File: config.mk
export PLATFORM = sky130hd
export DESIGN_NAME = fifo_wr_ctrl
export DESIGN_NICKNAME = d
export VERILOG_FILES = /design/src/rtl/fifo_wr_ctrl.sv
export SDC_FILE = /design/constraint.sdc
export NUM_CORES = 1
export LEC_CHECK = 0
export CORE_AREA = 2 2 45 47
export CTS_BUF_LIST = sky130_fd_sc_hd__clkbuf_4
export DETAILED_ROUTE_END_ITERATION = 12
export DIE_AREA = 0 0 47 49
export MAX_ROUTING_LAYER = met4
export PLACE_DENSITY = 0.68
export RECOVER_POWER = 50
export SLEW_MARGIN = 20
export SYNTH_ARGS = -nofsm -noshare
export SYNTH_HDL_FRONTEND = slang
export SYNTH_SLANG_ARGS = --single-unit
File: constraint.sdc
create_clock -name wclk -period 6.2 [get_ports wclk]
set_input_delay 0.93 -clock wclk [delete_from_list [all_inputs] [get_ports wclk]]
set_output_delay 0.93 -clock wclk [all_outputs]
set_load 0.01 [all_outputs]
File: src/rtl/fifo_wr_ctrl.sv
// fifo_wr_ctrl: write-side pointer and flag logic of the asynchronous FIFO.
// Owns the binary write pointer, drives the memory write port, publishes the
// registered Gray write pointer to the read domain, and derives full,
// almost-full, fill level and sticky overflow from the synchronised Gray
// read pointer.
module fifo_wr_ctrl #(
    parameter int Pointer_Size = 4,
    parameter int AFULL_LEVEL  = 6
) (
    input  logic                    wclk,
    input  logic                    wrst,
    input  logic                    winc,
    input  logic [Pointer_Size-1:0] sync_r2w_ptr,
    output logic [Pointer_Size-1:0] gray_w2r_ptr,
    output logic [Pointer_Size-2:0] waddr,
    output logic                    wclken,
    output logic                    wfull,
    output logic                    walmost_full,
    output logic [Pointer_Size-1:0] wlevel,
    output logic                    woverflow
);

    localparam int P = Pointer_Size;
    localparam logic [P-1:0] ONE       = P'(1);
    localparam logic [P-1:0] AFULL_THR = P'(AFULL_LEVEL);

    function automatic logic [P-1:0] bin2gray(input logic [P-1:0] b);
        return b ^ (b >> 1);
    endfunction

    // XOR prefix from the MSB down turns a Gray code back into binary.
    function automatic logic [P-1:0] gray2bin(input logic [P-1:0] g);
        logic [P-1:0] b;
        b[P-1] = g[P-1];
        for (int i = P - 2; i >= 0; i--) begin
            b[i] = b[i+1] ^ g[i];
        end
        return b;
    endfunction

    logic [P-1:0] wptr;
    logic [P-1:0] wptr_next;
    logic [P-1:0] wgray_next;
    logic [P-1:0] rbin;
    logic [P-1:0] wlevel_next;
    logic         wfull_next;
    logic         wafull_next;

    // Reset gates the write enable so a reset arriving mid-burst never writes.
    assign wclken = winc & ~wfull & ~wrst;
    assign waddr  = wptr[P-2:0];

    // Next pointer and every flag come from one wptr_next / sync_r2w_ptr
    // sample, so level, full and almost-full can never disagree.
    always_comb begin
        wptr_next   = wclken ? (wptr + ONE) : wptr;
        wgray_next  = bin2gray(wptr_next);
        rbin        = gray2bin(sync_r2w_ptr);
        wlevel_next = wptr_next - rbin;
        // Full when the write pointer is one lap ahead: top two Gray bits
        // inverted, the rest equal.
        wfull_next  = (wgray_next == {~sync_r2w_ptr[P-1:P-2], sync_r2w_ptr[P-3:0]});
        wafull_next = (wlevel_next >= AFULL_THR);
    end

    // Pointer, published Gray pointer and flags all update on the same edge.
    always_ff @(posedge wclk) begin
        if (wrst) begin
            wptr         <= '0;
            gray_w2r_ptr <= '0;
            wlevel       <= '0;
            wfull        <= 1'b0;
            walmost_full <= 1'b0;
            woverflow    <= 1'b0;
        end else begin
            wptr         <= wptr_next;
            gray_w2r_ptr <= wgray_next;
            wlevel       <= wlevel_next;
            wfull        <= wfull_next;
            walmost_full <= wafull_next;
            woverflow    <= woverflow | (winc & wfull);
        end
    end

endmodule

**Yosys cells after proc, flatten, opt, wreduce, memory -nomap -nowiden**

Cells that the tools add are included.

- Multiplexer cells: 1
- Bitwise logic cells: 11
- Equal/unequal tests: 1
- Add/subtract/negate cells: 2
- Magnitude comparators: 1

Operators with widths:

| operator | count |
|---|---|
| 4-bit by 1-bit adder with 4-bit output (second input constant) | 1 |
| 4-bit == test | 1 |
| 4-bit by 3-bit greater-or-equal comparator with 1-bit output (second input constant) | 1 |
| 4-bit two-way mux | 1 |
| 4-bit subtractor | 1 |
| 4-bit by 3-bit XOR with 4-bit output | 1 |
| 1-bit AND | 3 |
| 1-bit XOR | 3 |
| 1-bit NOT | 2 |
| 2-bit NOT | 1 |
| 1-bit OR | 1 |

- Register bits: 15
- Logic and storage cells: 22

**Logic depth before layout (Yosys ltp)**

- Depth in word-level cells: 6
- Mapped depth: 10

**Worst setup path after synthesis**

Ideal clock, no wire load.

- Kind: input-to-reg
- From: input wrst
- To: register walmost_full
- Stages: 9
- Path slack: 3.091 ns
- Data required time: 6.130 ns
- Arrival time: 3.039 ns
- Library setup time: 0.070 ns
- Cell sequence: buf_6 nor3b_4 mux2i_1 inv_1 fa_1 xor2_1 xnor2_1 or2_2 a21oi_1

- Word-level cells in the longest chain between the ends: 5

RTL lines:

| what | RTL line | text |
|---|---|---|
| start: declaration | 11 | `input logic wrst,` |
| 1-bit NOT | 50 | `assign wclken = winc & ~wfull & ~wrst;` |
| 1-bit AND | 50 |  |
| named net wclken | 16 | `output logic wclken,` |
| 4-bit two-way mux | 56 | `wptr_next = wclken ? (wptr + ONE) : wptr;` |
| named net wptr_next[1] | 42 | `logic [P-1:0] wptr_next;` |
| 4-bit subtractor | 59 | `wlevel_next = wptr_next - rbin;` |
| 4-bit by 3-bit greater-or-equal comparator with 1-bit output | 63 | `wafull_next = (wlevel_next >= AFULL_THR);` |
| end signal: assignment | 80 | `walmost_full <= wafull_next;` |
| end: declaration | 18 | `output logic walmost_full,` |

The timed path passes the listed nets, and every way through them passes these cells.
A chain may end at the register's enable or synchronous reset.

**Worst setup path after layout**

- From: input wrst
- To: register walmost_full

- Word-level cells in the longest chain between the ends: 5

RTL lines:

| what | RTL line |
|---|---|
| 1-bit NOT | 50 |
| 1-bit AND | 50 |
| 4-bit two-way mux | 56 |
| named net wptr_next[1] | 42 |
| 4-bit subtractor | 59 |
| 4-bit by 3-bit greater-or-equal comparator with 1-bit output | 63 |

The timed path passes the listed nets, and every way through them passes these cells.

==> results.sh <==
export IMPL_clock_path_buffers=2
export IMPL_crit_arrival_ps=3930
export IMPL_synthTopCellsByArea="dfxtp_1, xnor2_1, nor2_1, ha_1, xor2_1"
export IMPL_finClkSkew_ps=0.413
export IMPL_cts_setup_buffers=0
export IMPL_seq_power_share=0.470
export IMPL_syn_area_per_cell_sq_um=10.5
export IMPL_synthTopCellsByCount="dfxtp_1, nor2_1, xnor2_1"
export IMPL_combPwrFrac=0.298
export IMPL_ant_nets=0
export IMPL_switchingPower_mw=0.0610
export IMPL_fmax_ghz=0.268
export IMPL_synth_flop_cell="dfxtp_1"
export IMPL_required_ps=6410
export IMPL_grt_ovfl_total=0
export IMPL_synth_largest_area_cell="dfxtp_1"
export IMPL_period_share=0.601
export IMPL_die_area_sq_um=2300
export IMPL_fin_tns_setup_ps=0
export IMPL_synth_edf_count=0
export IMPL_final_setup_worst_slack_ps=2470
export IMPL_slew_headroom=0.556
export IMPL_synthCells=66
export IMPL_grt_pass1_wl_um=2020
export IMPL_cellPowerDensity_nw_per_um2=229
export IMPL_diodes=0
export IMPL_drtIter0Drc=8
export IMPL_ios=22
export IMPL_cts_tree="yes"
export IMPL_synth_most_common_cell="dfxtp_1"
export IMPL_cts_resized=0
export IMPL_max_cap_viol_count=0
export IMPL_r2r_end="walmost_full"
export IMPL_fin_nets=101
export IMPL_die_w_um=47
export IMPL_synthesis_area_sq_um=691
export IMPL_preCtsSetupSlack_ps=2170
export IMPL_synth_seq_cells=14
export IMPL_switching_share=0.282
export IMPL_clkPwrFrac=0.231
export IMPL_setup_viol=0
export IMPL_grt_max_degree=17
export IMPL_reg2reg_from="wfull"
export IMPL_multi_input_area_sq_um=380
export IMPL_finalCriticalPeriod_ps=3730
export IMPL_initial_core_util=0.375
export IMPL_vias=522
export IMPL_clk_latency_ps=270
export IMPL_cts_made_buffers=3
export IMPL_endpoint_kind="flop"
export IMPL_drc=0
export IMPL_power_leakage_nw=0.401
export IMPL_gp_congestion=0.728
export IMPL_synth_top_area_frac=0.406
export IMPL_hold_viol_final=0
export IMPL_wl_per_cell_um=10.6
export IMPL_min_from="woverflow"
export IMPL_grt_pass1_vias=496
export IMPL_cts_max_level=1
export IMPL_die_y_um=49
export IMPL_syn_nets=77
export IMPL_drive_gt1_frac=0.0682
export IMPL_yosys_warnings=0
export IMPL_ys_seq_area_frac=0.406
export IMPL_coreArea_sq_um=1840
export IMPL_async_flop_share=0
export IMPL_wirelength_um=1220
export IMPL_cts_sinks=14
export IMPL_dp_hpwl_um=930
export IMPL_synth_cell_types=20
export IMPL_reg2reg_slack_ps=3600
export IMPL_grt_setup_unrepaired="false"
export IMPL_clkTransAtPathRegs_ps=80
export IMPL_min_delay_path_depth=2
export IMPL_worst_pin_slew_ps=662
export IMPL_drv_slew=0
export IMPL_vias_per_cell=4.54
export IMPL_grt_usage=0.129
export IMPL_cp_max_fo=16
export IMPL_p_int_mw=0.155
export IMPL_antenna_found_initial=0
export IMPL_crit_type="in -> reg"
export IMPL_min_path_type="reg -> reg"
export IMPL_rows=16
export IMPL_firstDrtPassIters=3
export IMPL_portBuffers=21
export IMPL_cts_hold_buf=0
export IMPL_areaGrowthSynthToFinish_pct=36.4
export IMPL_status="complete, no violations"
export IMPL_ir_drop_mv=0.0857
export IMPL_cts_root_buf="clkbuf_4"
export IMPL_fillers=183
export IMPL_regArea_sq_um=280
export IMPL_reg2regPathDepth=8
export IMPL_min_to="woverflow"
export IMPL_crit_path_start_kind="input port"
cell usage in the layout (no fill, tap or decap), types with 3 or more instances in the layout:
cell	instances
dfxtp_1	14
dlygate4sd3_1	14
xnor2_1	12
nor2_1	12
clkdlybuf4s50_1	7
xor2_1	4
inv_1	4
a21oi_1	3
ha_1	3
clkbuf_4	3
state kept, by name (all words and copies together), names as in the netlist:
| signal | count |
|---|---|
| wlevel | 4 |
| wfull | 1 |
| woverflow | 1 |
| walmost_full | 1 |
| wptr | 3 |
| gray_w2r_ptr | 4 |
power by group through the flow:
stage | sequential [mW] | clock [mW] | combinational (mW)
2_1_floorplan | 0.109 | 0 | 0.0363
3_3_place_gp | 0.104 | 0 | 0.0681
3_5_place_dp | 0.105 | 0 | 0.0682
4_1_cts | 0.102 | 0.0509 | 0.0687
5_1_grt | 0.103 | 0.0539 | 0.0716
6_report | 0.102 | 0.0500 | 0.0645
per-layer routing:
metal | up-vias | global-route usage | part of all wire
met5 | - | - | 0
met4 | 0 | 0.111 | 0.045
met3 | 5 | 0.0222 | 0.041
met2 | 15 | 0.185 | 0.45
met1 | 243 | 0.149 | 0.46
li1 | 259 | - | -
critical path, stage by stage:
cell	delay, ps
dlygate4sd3_1	770
nor3b_4	390
mux2i_1	480
inv_1	160
fa_1	450
xor2_1	180
xnor2_1	150
or2_2	300
a21oi_1	130
how the worst max path moves through the flow:
stage                     slack (ps)  startpoint  cells past startpoint            to
after floorplan                 3090        wrst                      9  walmost_full
final                           2470        wrst                      9  walmost_full
after detailed placement        2170        wrst                      9  walmost_full
after CTS                       2450        wrst                      9  walmost_full
after global routing            2270        wrst                      9  walmost_full
after global placement          2230        wrst                      9  walmost_full
metrics by stage:
stage / std cells / hold WS (ps) / utilization / power (mW) / cell area [sq um]
6_report: 115 / 483 / 0.512 / 0.216 / 942
5_1_grt: 115 / 504 / 0.512 / 0.228 / 942
4_1_cts: 115 / 488 / 0.512 / 0.222 / 942
3_5_place_dp: 112 / 470 / 0.499 / 0.173 / 920
3_3_place_gp: 112 / 448 / 0.499 / 0.172 / 920
2_1_floorplan: 66 / 502 / - / 0.145 / 691
area by class of cell:
type | instances | share of cell area
inverters | 4 | 0.0159
multi-input cells | 46 | 0.404
clock buffers | 3 | 0.0239
well taps | 27 | 0.0359
flip-flops and latches | 14 | 0.297
repair buffers | 21 | 0.223
cells by family (layout without fill, tap and decap cells):
kind of cell             count (synthesis)  count (layout)  share of synthesized area
AND/OR/NAND/NOR                         18              18                      0.145
adder cells (fa/ha/maj)                  5               5                     0.0978
flip-flops                              14              14                      0.406
buffers and inverters                    6              28                     0.0435
multiplexers                             2               2                     0.0290
XOR/XNOR                                17              17                      0.235
AO/OA/AOI/OAI                            4               4                     0.0435
No activity file was read; power rests on OpenSTA's default activity.
